## src/rtl/serial_sub_32bits_pkg.sv

```systemverilog
// rtl/serial_sub_32bits_pkg.sv - shared constants and state encoding for the serial arithmetic blocks
// Contents: package serial_arith_pkg
//   SERIAL_W - default operand width
//   state_t  - controller state encoding (ST_IDLE, ST_RUN, ST_DONE)
package serial_arith_pkg;

  localparam int SERIAL_W = 32;

  typedef enum logic [1:0] {
    ST_IDLE = 2'd0,
    ST_RUN  = 2'd1,
    ST_DONE = 2'd2
  } state_t;

endpackage

```

## src/rtl/serial_sub_32bits_if.sv

```systemverilog
// rtl/serial_sub_32bits_if.sv - start/done request and result bundle for the serial subtractor
// Parameter: WIDTH - operand and result width
// Signals:
//   start      - request, sampled only while the subtractor is idle
//   a, b       - minuend and subtrahend, captured on the accepting edge
//   busy       - operation in progress (run or done cycle)
//   done       - one-cycle pulse, result fields valid
//   diff       - a - b modulo 2^WIDTH
//   borrow_out - final borrow (a < b unsigned)
//   ovf        - signed overflow (zero unless SERIAL_SUB_OVF_EN is defined)
// Modports: master drives the request, slave is the subtractor.
interface serial_sub_32bits_if
  import serial_arith_pkg::*;
#(
  parameter int WIDTH = SERIAL_W
);

  logic             start;
  logic [WIDTH-1:0] a;
  logic [WIDTH-1:0] b;
  logic             busy;
  logic             done;
  logic [WIDTH-1:0] diff;
  logic             borrow_out;
  logic             ovf;

  modport master (
    output start, a, b,
    input  busy, done, diff, borrow_out, ovf
  );

  modport slave (
    input  start, a, b,
    output busy, done, diff, borrow_out, ovf
  );

endinterface

```

## src/rtl/serial_sub_32bits_full_sub_1bit.sv

```systemverilog
// rtl/serial_sub_32bits_full_sub_1bit.sv - combinational 1-bit full-subtractor cell
// Module: full_sub_1bit
// Ports:
//   ai  - minuend bit
//   bi  - subtrahend bit
//   bri - borrow in
//   d   - difference bit
//   bro - borrow out
module full_sub_1bit (
  input  logic ai,
  input  logic bi,
  input  logic bri,
  output logic d,
  output logic bro
);

  assign d   = ai ^ bi ^ bri;
  // Borrow when the minuend bit is short of the subtrahend bit, or the bits
  // are equal and a borrow is already pending.
  assign bro = (~ai & bi) | (~(ai ^ bi) & bri);

endmodule

```

## src/rtl/serial_sub_32bits.sv

```systemverilog
// rtl/serial_sub_32bits.sv - bit-serial WIDTH-bit subtractor, diff = a - b, LSB first
// Optional feature macro: SERIAL_SUB_OVF_EN (signed overflow flag; ovf tied 0 when undefined)
// Parameter: WIDTH - operand width (>= 2)
// Ports:
//   clk     - system clock, rising edge
//   p_reset - asynchronous active-low reset
//   bus     - serial_sub_32bits_if.slave request/result bundle
// One full-subtractor cell processes one bit per cycle over WIDTH cycles,
// followed by a single done cycle. Results hold until the next completion.
module serial_sub_32bits
  import serial_arith_pkg::*;
#(
  parameter int WIDTH = SERIAL_W
) (
  input  logic                 clk,
  input  logic                 p_reset,
  serial_sub_32bits_if.slave   bus
);

  localparam int CNT_W = $clog2(WIDTH);

  state_t           state;
  state_t           state_next;
  logic [WIDTH-1:0] a_sh;
  logic [WIDTH-1:0] b_sh;
  logic [WIDTH-1:0] res_sh;
  logic [WIDTH-1:0] res_next;
  logic [CNT_W-1:0] cnt;
  logic             br;
  logic             d;
  logic             bro;
  logic             last;
  logic [WIDTH-1:0] diff_q;
  logic             borrow_q;

  full_sub_1bit u_cell (
    .ai  (a_sh[0]),
    .bi  (b_sh[0]),
    .bri (br),
    .d   (d),
    .bro (bro)
  );

  assign last     = (cnt == CNT_W'(WIDTH - 1));
  assign res_next = {d, res_sh[WIDTH-1:1]};

  always_ff @(posedge clk or negedge p_reset) begin
    if (!p_reset) begin
      state <= ST_IDLE;
    end else begin
      state <= state_next;
    end
  end

  always_comb begin
    state_next = state;
    unique case (state)
      ST_IDLE: if (bus.start) state_next = ST_RUN;
      ST_RUN:  if (last)      state_next = ST_DONE;
      ST_DONE:                state_next = ST_IDLE;
      default:                state_next = ST_IDLE;
    endcase
  end

  // Shift registers, borrow flop, counter and result registers. The result
  // registers are written on the final RUN edge with the values the cell
  // produces in that cycle, so they are valid on entry to DONE.
  always_ff @(posedge clk or negedge p_reset) begin
    if (!p_reset) begin
      a_sh     <= '0;
      b_sh     <= '0;
      res_sh   <= '0;
      cnt      <= '0;
      br       <= 1'b0;
      diff_q   <= '0;
      borrow_q <= 1'b0;
    end else begin
      unique case (state)
        ST_IDLE: begin
          if (bus.start) begin
            a_sh   <= bus.a;
            b_sh   <= bus.b;
            res_sh <= '0;
            cnt    <= '0;
            br     <= 1'b0;
          end
        end
        ST_RUN: begin
          a_sh   <= a_sh >> 1;
          b_sh   <= b_sh >> 1;
          res_sh <= res_next;
          br     <= bro;
          cnt    <= cnt + CNT_W'(1);
          if (last) begin
            diff_q   <= res_next;
            borrow_q <= bro;
          end
        end
        default: ;
      endcase
    end
  end

`ifdef SERIAL_SUB_OVF_EN
  logic a_s;
  logic b_s;
  logic ovf_q;

  // Overflow: operands of opposite sign and the result sign differs from a.
  always_ff @(posedge clk or negedge p_reset) begin
    if (!p_reset) begin
      a_s   <= 1'b0;
      b_s   <= 1'b0;
      ovf_q <= 1'b0;
    end else begin
      if (state == ST_IDLE && bus.start) begin
        a_s <= bus.a[WIDTH-1];
        b_s <= bus.b[WIDTH-1];
      end
      if (state == ST_RUN && last) begin
        ovf_q <= (a_s != b_s) && (d != a_s);
      end
    end
  end

  assign bus.ovf = ovf_q;
`else
  assign bus.ovf = 1'b0;
`endif

  assign bus.busy       = (state != ST_IDLE);
  assign bus.done       = (state == ST_DONE);
  assign bus.diff       = diff_q;
  assign bus.borrow_out = borrow_q;

endmodule

```

## src/flat_wrapper.sv

```systemverilog
// flat-port wrapper written by rule: the top's interface ports become plain ports
module serial_sub_32bits_flat import serial_arith_pkg::*;
#(
  parameter int WIDTH = SERIAL_W
)
  (clk, p_reset, bus_start, bus_a, bus_b, bus_busy, bus_done, bus_diff, bus_borrow_out, bus_ovf);
  serial_sub_32bits_if #(.WIDTH(WIDTH)) bus_i ();
  input  logic clk;
  input  logic p_reset;
  input wire logic [$bits(bus_i.start)-1:0] bus_start;
  input wire logic [$bits(bus_i.a)-1:0] bus_a;
  input wire logic [$bits(bus_i.b)-1:0] bus_b;
  output wire logic [$bits(bus_i.busy)-1:0] bus_busy;
  output wire logic [$bits(bus_i.done)-1:0] bus_done;
  output wire logic [$bits(bus_i.diff)-1:0] bus_diff;
  output wire logic [$bits(bus_i.borrow_out)-1:0] bus_borrow_out;
  output wire logic [$bits(bus_i.ovf)-1:0] bus_ovf;
  assign bus_i.start = bus_start;
  assign bus_i.a = bus_a;
  assign bus_i.b = bus_b;
  assign bus_busy = bus_i.busy;
  assign bus_done = bus_i.done;
  assign bus_diff = bus_i.diff;
  assign bus_borrow_out = bus_i.borrow_out;
  assign bus_ovf = bus_i.ovf;
  serial_sub_32bits #(.WIDTH(WIDTH)) u_core (.clk(clk), .p_reset(p_reset), .bus(bus_i));
endmodule
```

## config.mk

```make
export PLATFORM = sky130hd
export DESIGN_NAME = serial_sub_32bits_flat
export DESIGN_NICKNAME = d
export VERILOG_FILES = /design/src/rtl/serial_sub_32bits_pkg.sv /design/src/rtl/serial_sub_32bits_if.sv /design/src/rtl/serial_sub_32bits_full_sub_1bit.sv /design/src/rtl/serial_sub_32bits.sv /design/src/flat_wrapper.sv
export SDC_FILE = /design/constraint.sdc
export NUM_CORES = 1
export LEC_CHECK = 0
export CAP_MARGIN = 20
export CORE_MARGIN = 2
export CORE_UTILIZATION = 35
export CTS_CLUSTER_DIAMETER = 80
export DETAILED_ROUTE_END_ITERATION = 12
export HOLD_SLACK_MARGIN = 0.08
export PLACE_DENSITY = 0.63
export SETUP_SLACK_MARGIN = 0.5
export SYNTH_ARGS = -nofsm -noshare
export SYNTH_HDL_FRONTEND = slang
export SYNTH_SLANG_ARGS = --single-unit
```

## constraint.sdc

```tcl
create_clock -name clk -period 2.4 [get_ports clk]
set_input_delay 0.24 -clock clk [delete_from_list [all_inputs] [get_ports clk]]
set_output_delay 0.24 -clock clk [all_outputs]
set_load 0.05 [all_outputs]
```

==> results_dict.tcl <==
set metrics [dict create \
    fin_crit_sh 0.778 \
    slew_headroom 0.348 \
    cp.required_ns 2.16 \
    syn_nets 576 \
    numPortBuffers 101 \
    crit_buf_inv 2 \
    overflow 0 \
    dr.pass1.iters 5 \
    clock_sinks 136 \
    synth_seq_cells 136 \
    drive_gt1_frac 0.164 \
    syn_to_final_growth_pct 34.6 \
    critical-path-top-delay-family "flip-flops" \
    fp.coreArea_sq_um 16500 \
    insertion_delay_ns 0.41 \
    wirelength_mm 12.5 \
    die_h_um 134 \
    crit_type "flip-flop to output port" \
    status "finished, final reports clean" \
    synth_cells 506 \
    reg2reg_from "u_core.cnt[0]" \
    antenna_found_initial 0 \
    startpoint_type "flip-flop" \
    nNetsFinal 679 \
    cts_tree "done" \
    yosysSeqAreaShare 0.578 \
    start_util 0.356 \
    most-common-layout-cells "134 x dfrtp_1, 97 x clkdlybuf4s50_1, 68 x nand2_1, 61 x o21ai_0, 37 x a21oi_1" \
    row_count 47 \
    power_density_nw_per_um2 1220 \
    hpwlAfterDp_mm 8.17 \
    post_synth.cell_area_avg_sq_um 11.6 \
    die-area_sq_um 17900 \
    antenna_left 0 \
    grt_pass1_wl_mm 20.6 \
    grt_pass1_vias 4062 \
    clockRootBuffer "clkbuf_16" \
    whs_ns 0.386 \
    ys_warn_count 0 \
    crit_arrival_ns 1.63 \
    crit_path_end_kind "output port" \
    tightest_slew_ns 0.975 \
    hold_viol 0 \
    antenna_cells 0 \
    ios 103 \
    wl_per_cell_um 14.9 \
    reg2reg_setup_slack_ns 0.58 \
    cts_made_buffers 17 \
    cts_max_level 4 \
    route.detailed.drc 0 \
    via_count 4174 \
    final.setup_skew_ns 0.00459 \
    drt-initial-drc-count 215 \
    rr_worst_depth 6 \
    setup_viol 0 \
    grt_usage 0.145 \
    synth_cell_types 28 \
    syn_area_sq_um 5890 \
    slew_violations 0 \
    max_freq_mhz 536 \
    clkTransAtPathRegs_ns 0.06 \
    grt_max_degree 68 \
    die_w_um 134 \
    worstPathCellList "buf_6 > or2_2 > buf_12" \
    cpMaxStageDelayCell "dfrtp_4" \
    fin_crit_ns 1.87 \
    max_cap_violations 0 \
    ir_worst_vdd_mv 0.639 \
    timing.rr.end "u_core.bus.diff[0]" \
    crit_fanout 38 \
    setup-tns-final_ns 0 \
    routabilityCongestion 0.726 \
    via_per_inst 4.96 \
    clock_path_buffers 2 \
    power_leakage_nw 3.66 \
    grt_setup_unrepaired "true" \
    final_common_cell "dfrtp_1" \
    critPathMaxStageDelay_ns 0.52 \
    min_path_type "input pin to asynchronous set/reset pin" \
]
==> flip-flops by register name, indices dropped and copies added (netlist names) <==
| signal | cells |
|---|---|
| u_core.res_sh | 31 |
| u_core.bus.diff | 32 |
| u_core.a_sh | 32 |
| u_core.cnt | 5 |
| u_core.b_sh | 32 |
| u_core.br | 1 |
| u_core.state | 2 |
| u_core.bus.borrow_out | 1 |
==> cells in the mapped netlist (all sizes together) <==
| cell type | count | area share |
|---|---|---|
| a21oi | 37 | 0.031 |
| a22o | 33 | 0.049 |
| a22oi | 29 | 0.037 |
| and2 | 1 | 0.0011 |
| and3 | 1 | 0.0011 |
| and3b | 34 | 0.051 |
| buf | 34 | 0.037 |
| clkbuf | 12 | 0.0077 |
| conb | 1 | 0.00064 |
| dfrtp | 136 | 0.58 |
| fa | 1 | 0.0034 |
| ha | 2 | 0.0043 |
| inv | 3 | 0.0019 |
| mux2 | 32 | 0.078 |
| nand2 | 68 | 0.043 |
| nand2b | 1 | 0.0011 |
| nand3 | 1 | 0.00085 |
| nand3b | 1 | 0.0034 |
| nor2b | 6 | 0.0064 |
| nor3b | 1 | 0.0013 |
| o21ai | 69 | 0.059 |
| o21bai | 1 | 0.0013 |
| o31ai | 1 | 0.0013 |
| or2 | 1 | 0.0011 |
==> kinds of logic after synthesis <==
group                    Yosys count  synth area share
AO/OA/AOI/OAI                    170             0.179
flip-flops                       136             0.578
AND/OR/NAND/NOR                  115             0.110
buffers and inverters             49            0.0463
multiplexers                      32            0.0784
adder cells (fa/ha/maj)            3           0.00765
other                              1          0.000637
==> worst max-delay path by stage <==
stage	start	to	slack [ns]	cells after the start
finish	u_core.state[0]	bus_busy	0.53	3
global route	u_core.state[0]	u_core.a_sh[5]	0.47	4
CTS	u_core.cnt[0]	u_core.bus.diff[4]	0.49	6
detailed placement	bus_start	u_core.a_sh[6]	0.38	5
global placement	u_core.cnt[0]	u_core.bus.diff[3]	0.43	6
floorplan	u_core.state[0]	bus_done	0.64	4
==> layout make-up <==
class | count | area, sq um
well taps | 220 | 275
fillers | 1467 | 8600
repair buffers | 129 | 1320
multi-input cells | 322 | 2260
clock inverters | 11 | 169
inverters | 3 | 11.3
flip-flops and latches | 136 | 3410
clock buffers | 21 | 480
==> per-stage QoR <==
stage               cell area, sq um  setup slack, ns  std cells  total power (W)   util
floorplan                       5890            0.642        506          0.00585      -
global placement                7120            0.433        798          0.00673  0.431
detailed placement              7120            0.377        798          0.00687  0.431
CTS                             7860            0.485        840          0.00972  0.475
global route                    7920            0.468        842           0.0102  0.480
finish                          7920            0.533        842          0.00966  0.480
==> where the power goes <==
group	total (W)	leakage, nW	switching [W]	internal, W
Sequential	0.00378	1.79	0.000599	0.00318
Combinational	0.00309	1.57	0.00163	0.00146
Clock	0.00280	0.307	0.000951	0.00185
==> timing repair <==
action                     CTS  global route
resized for setup            3             7
pin swaps                    0             1
setup buffers                9             0
setup endpoints to repair   25            56
hold endpoints to repair    63             0
hold buffers                 1             0
gates cloned                 0             2
==> metal layers <==
metal	vias up	track usage	part of all wire
li1	2026	-	-
met4	0	0.0461	0.0085
met2	100	0.221	0.48
met5	-	0	0
met1	2039	0.203	0.48
met3	9	0.0377	0.038
No activity file was read; power rests on OpenSTA's default activity.
